===== src/rtl/mem_port_arb_pkg.sv =====
// Shared definitions for the two-port memory arbiter: FSM encoding, port ids, default sizes.
// Latency: n/a (types and constants only).
// Backpressure: n/a.
package mem_port_arb_pkg;

    // LOCKED is only reachable when the build defines MEM_ARB_LOCK_EN.
    typedef enum logic [1:0] {
        ST_IDLE   = 2'd0,
        ST_RESP   = 2'd1,
        ST_LOCKED = 2'd2
    } arb_state_t;

    localparam logic PORT_CORE = 1'b0;
    localparam logic PORT_EXT  = 1'b1;

    localparam int DEF_AW = 12;
    localparam int DEF_DW = 32;

endpackage


===== src/rtl/rr_pick2.sv =====
// Two-way round-robin selector: on a tie the port that did not win last time is picked.
// Latency: purely combinational.
// Backpressure: none; the caller decides whether the pick is used.
//
// Ports:
//   req[1:0]  requesting ports
//   last      id of the previous winner
//   gnt[1:0]  one-hot grant (all zero when nothing requests)
//   winner    id of the granted port (0 when nothing requests)
module rr_pick2 (
    input  logic [1:0] req,
    input  logic       last,
    output logic [1:0] gnt,
    output logic       winner
);

    always_comb begin
        winner = 1'b0;
        gnt    = 2'b00;
        if (req == 2'b11) begin
            winner = ~last;
        end else begin
            winner = req[1];
        end
        if (|req) begin
            gnt = winner ? 2'b10 : 2'b01;
        end
    end

endmodule


===== src/rtl/mem_port_arbiter.sv =====
// Shares a single-port synchronous memory between the core (port 0) and an external loader (port 1).
// Latency: grant is same-cycle; writes complete in the grant cycle; read data returns one cycle after grant.
// Backpressure: a port waits with req held until gnt; no grants while read data is returning.
//
// Ports:
//   clock, reset         system clock, asynchronous active-high reset
//   pN_req/we/addr/wdata/wstrb  request from port N (held until pN_gnt)
//   pN_gnt               request accepted this cycle
//   pN_rvalid/rdata      read data return, only to the port that issued the read
//   p1_lock              external port ownership hold (MEM_ARB_LOCK_EN builds only)
//   mem_*                memory strobe/address/data; mem_rdata valid the cycle after a read strobe
//
// Build option: define MEM_ARB_LOCK_EN to let port 1 hold exclusive ownership via p1_lock.
module mem_port_arbiter
    import mem_port_arb_pkg::*;
#(
    parameter int AW = DEF_AW,
    parameter int DW = DEF_DW
) (
    input  logic              clock,
    input  logic              reset,

    input  logic              p0_req,
    input  logic              p0_we,
    input  logic [AW-1:0]     p0_addr,
    input  logic [DW-1:0]     p0_wdata,
    input  logic [DW/8-1:0]   p0_wstrb,
    output logic              p0_gnt,
    output logic              p0_rvalid,
    output logic [DW-1:0]     p0_rdata,

    input  logic              p1_req,
    input  logic              p1_we,
    input  logic [AW-1:0]     p1_addr,
    input  logic [DW-1:0]     p1_wdata,
    input  logic [DW/8-1:0]   p1_wstrb,
    output logic              p1_gnt,
    output logic              p1_rvalid,
    output logic [DW-1:0]     p1_rdata,
    input  logic              p1_lock,

    output logic              mem_en,
    output logic              mem_we,
    output logic [AW-1:0]     mem_addr,
    output logic [DW-1:0]     mem_wdata,
    output logic [DW/8-1:0]   mem_wstrb,
    input  logic [DW-1:0]     mem_rdata
);

    arb_state_t state_q, state_d;
    logic       last_q, last_d;
    logic       owner_q, owner_d;

`ifdef MEM_ARB_LOCK_EN
    // Set while port 1 holds ownership; lets RESP know to fall back into LOCKED.
    logic       own_q, own_d;
`else
    logic       unused_p1_lock;
    assign unused_p1_lock = p1_lock;
`endif

    logic [1:0] req_eff;
    logic [1:0] pick_gnt;
    logic       pick_id;
    logic       any_gnt;
    logic       sel_we;

    // Only requests eligible in the current state reach the picker; reset
    // suppresses grants even though the state register already reads IDLE.
    always_comb begin
        req_eff = 2'b00;
        if (!reset) begin
            case (state_q)
                ST_IDLE:   req_eff = {p1_req, p0_req};
`ifdef MEM_ARB_LOCK_EN
                ST_LOCKED: req_eff = {p1_req & p1_lock, 1'b0};
`endif
                default:   req_eff = 2'b00;
            endcase
        end
    end

    rr_pick2 u_pick (
        .req    (req_eff),
        .last   (last_q),
        .gnt    (pick_gnt),
        .winner (pick_id)
    );

    assign any_gnt = |pick_gnt;
    assign sel_we  = pick_id ? p1_we : p0_we;
    assign p0_gnt  = pick_gnt[0];
    assign p1_gnt  = pick_gnt[1];

    // Memory side is driven straight from the winner in the grant cycle.
    always_comb begin
        mem_en    = 1'b0;
        mem_we    = 1'b0;
        mem_addr  = '0;
        mem_wdata = '0;
        mem_wstrb = '0;
        if (any_gnt) begin
            mem_en    = 1'b1;
            mem_we    = sel_we;
            mem_addr  = pick_id ? p1_addr  : p0_addr;
            mem_wdata = pick_id ? p1_wdata : p0_wdata;
            if (sel_we) begin
                mem_wstrb = pick_id ? p1_wstrb : p0_wstrb;
            end
        end
    end

    // Read return: the memory's registered output is steered to the owner only.
    assign p0_rvalid = (state_q == ST_RESP) && (owner_q == PORT_CORE);
    assign p1_rvalid = (state_q == ST_RESP) && (owner_q == PORT_EXT);
    assign p0_rdata  = p0_rvalid ? mem_rdata : '0;
    assign p1_rdata  = p1_rvalid ? mem_rdata : '0;

    always_comb begin
        state_d = state_q;
        last_d  = last_q;
        owner_d = owner_q;
`ifdef MEM_ARB_LOCK_EN
        own_d   = own_q;
`endif
        if (any_gnt) begin
            last_d = pick_id;
        end
        case (state_q)
            ST_IDLE: begin
                if (any_gnt && !sel_we) begin
                    state_d = ST_RESP;
                    owner_d = pick_id;
                end
`ifdef MEM_ARB_LOCK_EN
                if (any_gnt && (pick_id == PORT_EXT) && p1_lock) begin
                    own_d = 1'b1;
                    if (sel_we) begin
                        state_d = ST_LOCKED;
                    end
                end
`endif
            end
            ST_RESP: begin
                state_d = ST_IDLE;
`ifdef MEM_ARB_LOCK_EN
                if (own_q && p1_lock) begin
                    state_d = ST_LOCKED;
                end else if (own_q) begin
                    own_d  = 1'b0;
                    last_d = PORT_EXT;
                end
`endif
            end
`ifdef MEM_ARB_LOCK_EN
            ST_LOCKED: begin
                if (!p1_lock) begin
                    state_d = ST_IDLE;
                    own_d   = 1'b0;
                    last_d  = PORT_EXT;
                end else if (any_gnt && !sel_we) begin
                    state_d = ST_RESP;
                    owner_d = PORT_EXT;
                end
            end
`endif
            default: state_d = ST_IDLE;
        endcase
    end

    always_ff @(posedge clock or posedge reset) begin
        if (reset) begin
            state_q <= ST_IDLE;
            last_q  <= PORT_EXT;
            owner_q <= PORT_CORE;
`ifdef MEM_ARB_LOCK_EN
            own_q   <= 1'b0;
`endif
        end else begin
            state_q <= state_d;
            last_q  <= last_d;
            owner_q <= owner_d;
`ifdef MEM_ARB_LOCK_EN
            own_q   <= own_d;
`endif
        end
    end

endmodule


===== config.mk =====
export PLATFORM = sky130hd
export DESIGN_NAME = mem_port_arbiter
export DESIGN_NICKNAME = d
export VERILOG_FILES = /design/src/rtl/mem_port_arb_pkg.sv /design/src/rtl/rr_pick2.sv /design/src/rtl/mem_port_arbiter.sv
export SDC_FILE = /design/constraint.sdc
export NUM_CORES = 1
export LEC_CHECK = 0
export ABC_AREA = 1
export CORE_AREA = 3 3 96 98
export DETAILED_ROUTE_END_ITERATION = 8
export DIE_AREA = 0 0 99 101
export MAX_ROUTING_LAYER = met4
export PLACE_DENSITY = 0.7
export SLEW_MARGIN = 20
export SYNTH_ARGS = -nofsm -noshare
export SYNTH_HDL_FRONTEND = slang
export SYNTH_HIERARCHICAL = 1
export SYNTH_SLANG_ARGS = --single-unit

===== constraint.sdc =====
create_clock -name clock -period 4.6 [get_ports clock]
set_clock_uncertainty 0.05 [all_clocks]
set_input_delay 1.15 -clock clock [delete_from_list [all_inputs] [get_ports clock]]
set_output_delay 1.15 -clock clock [all_outputs]
set_load 0.01 [all_outputs]

==> flow_summary.ini <==
[layout]
num-nets-final = 674
n_antenna_cell = 0
stdcell_count = 646
fillers = 868
final_cell_mix = clkdlybuf4s50_1, nand2_1, a21oi_1
post-route-util_pct = 47.5
layout-drive-gt1-share_pct = 9.29
layout_commonest_cell = clkdlybuf4s50_1
areaGrowthSynthToFinish_pct = 184
multiInputGateArea_sq_um = 1050
final-seq-area_sq_um = 76.3

[timing]
fmax_mhz = 226
maxSlewViolCount = 0
whs_ns = 0.463
setup_tns_ns = 0
setup_viol = 0
maxSlewHeadroom_pct = 45.3
hold_violations = 0
grt_setup_unrepaired = false
tightest_slew_ns = 0.820
period_share_pct = 96.0
post-route-min-period_ns = 4.42

[worst_setup_path]
cp_data_required_time_ns = 3.40
worstPathCellList = clkdlybuf4s50_1 -> nor2_1 -> inv_1 -> a21oi_1 -> nor2_4 -> buf_4 -> a21oi_1 -> clkdlybuf4s50_1
crit_buf_inv = 4
rrSetupSlack_ns = 2.97
r2r_end = owner_q
crit_path_start_kind = primary input
timing.critical_path.slowest_stage_cell = clkdlybuf4s50_1
reg2reg_from = state_q[0]
crit_fanout = 13
crit_arrival_ns = 3.22
critical_path_class = in2out
crit_family = buffers and inverters
rr_worst_depth = 11
cp-end-kind = primary output
slowest_delay_ns = 0.57

[power]
cellInternalPower_w = 0.000362
p_seq_share_pct = 6.6
p_per_area_nw_per_um2 = 145
netSwitchingFraction_pct = 38.3
p_sw_w = 0.000225
comb_power_share_pct = 80.2
ir_worst_vdd_mv = 0.0943
clkPwrFrac_pct = 13.2
p_leak_nw = 1.73
p_total_w = 0.000587

[placed_design]
hpwl_um = 6810
gp_congestion = 0.804
dp.cells = 642
port-buffer-count = 251

[routing]
drt_first_iter_violations = 61
antenna_left = 0
via_per_inst = 4.14
vias = 2675
routedWlPerCell_um = 12.6
drt_first_pass_iters = 4
drt_wl_total_um = 8110
drc = 0

[clock_tree]
postCtsSetupBuffers = 0
clockBufferDepth = 2
clk-insertion-delay-late_ns = 0.22
htree_levels = 1
cts_made_buffers = 3
ctsRootBufferMaster = clkbuf_8
cts_tree = done
clk_pin_slew_worst_paths_ns = 0.03
cts.sinks = 3

[logic_synthesis]
syn_nets = 434
synth_area_sq_um = 1430
synthArstFlopShare_pct = 100
ys_seq_elements = 3
yosys.cell_types.count = 17
synth_area_per_cell_sq_um = 4.78
synthFlopType = dfrtp_1
ys_seq_area_share_pct = 5.34
yosys_warnings = 6
synth_edf_count = 0
synth_cells = 299

[min_path]
hp-class = reg2reg
hold_end = last_q
holdPathStages = 2
min_from = last_q

[floorplanning]
dieWidth_um = 99
core_area_sq_um = 8550
initial_utilization_pct = 16.7
die_h_um = 101
die_area_sq_um = 10000
num_rows = 34
pin_count = 253

[grt]
antenna_found_initial = 0
track_usage_pct = 15.1
grt_pass1_vias = 2481
grt_first_pass_wirelength_um = 12000
grt_max_degree = 50
overflow = 0

[status]
status = finished, final reports clean

[job]
max_cap_viol_count = 0
==> cell families after synthesis <==
group                  share of synthesized area (%)
and+or+nand+nor                                 53.4
DFF                                             5.34
buffers and inverters                           22.7
AOI/OAI and AO/OA                               18.6
==> sequential cells by signal (all words and copies together) (netlist names) <==
| name | count |
|---|---|
| last_q | 1 |
| owner_q | 1 |
| state_q | 1 |
==> power groups by stage <==
stage | logic (W) | registers [W] | clock network [W]
3_5_place_dp | 0.000474 | 0.0000385 | 0
5_1_grt | 0.000507 | 0.0000399 | 0.0000839
3_3_place_gp | 0.000470 | 0.0000380 | 0
6_report | 0.000471 | 0.0000387 | 0.0000774
4_1_cts | 0.000477 | 0.0000383 | 0.0000800
2_1_floorplan | 0.000191 | 0.0000364 | 0
==> metrics by stage <==
stage | worst slack [ns] | cell area (sq um)
floorplan | 1.19 | 1430
global placement | 0.144 | 4010
detailed placement | 0.111 | 4010
CTS | 0.106 | 4050
global route | 0.0495 | 4060
finish | 0.183 | 4060
==> layout make-up <==
type / instances / share of cell area [%]
repair buffers: 257 / 63.7
clock buffers: 4 / 1.11
inverters: 43 / 4.04
multi-input cells: 231 / 25.9
flip-flops and latches: 3 / 1.88
well taps: 108 / 3.33
==> routing by layer <==
layer | wire [um] | track usage [%] | up-vias
met4 | 58 | 3.15 | 0
met5 | 0 | - | -
li1 | - | - | 1362
met1 | 3150 | 17.5 | 1158
met3 | 798 | 3.74 | 4
met2 | 4110 | 26.3 | 151
==> how the worst max path moves through the flow <==
stage               startpoint             to  depth (start not counted)
floorplan               p1_req    mem_addr[0]                          8
global placement         reset  mem_wdata[21]                          7
detailed placement      p0_req    mem_addr[7]                          8
CTS                     p0_req    mem_addr[7]                          8
global route             reset   mem_wstrb[3]                         10
finish                   reset   mem_wdata[0]                          8
==> worst register-to-register path: cells and delay by family (launching register included) <==
family | cells | cell delay, ns
AND/OR/NAND/NOR | 7 | 0.59
AO/OA/AOI/OAI | 1 | 0.12
buffers and inverters | 3 | 0.37
flip-flops | 1 | 0.40
==> cell usage after synthesis (2+ instances only) <==
cell type | n | share of area (%)
nor2_1 | 42 | 11
buf_2 | 11 | 3.9
nor2_2 | 31 | 14
buf_4 | 5 | 2.6
a21boi_0 | 4 | 2.1
inv_1 | 40 | 11
a21oi_1 | 46 | 16
nand2_1 | 104 | 27
buf_6 | 6 | 4.7
inv_2 | 2 | 0.53
dfrtp_1 | 2 | 3.5
==> timing repair <==
item	in CTS	in global routing
endpoints found under the setup margin	0	23
hold buffers	0	0
resized for setup	0	2
(Power assumes the default switching activity.)
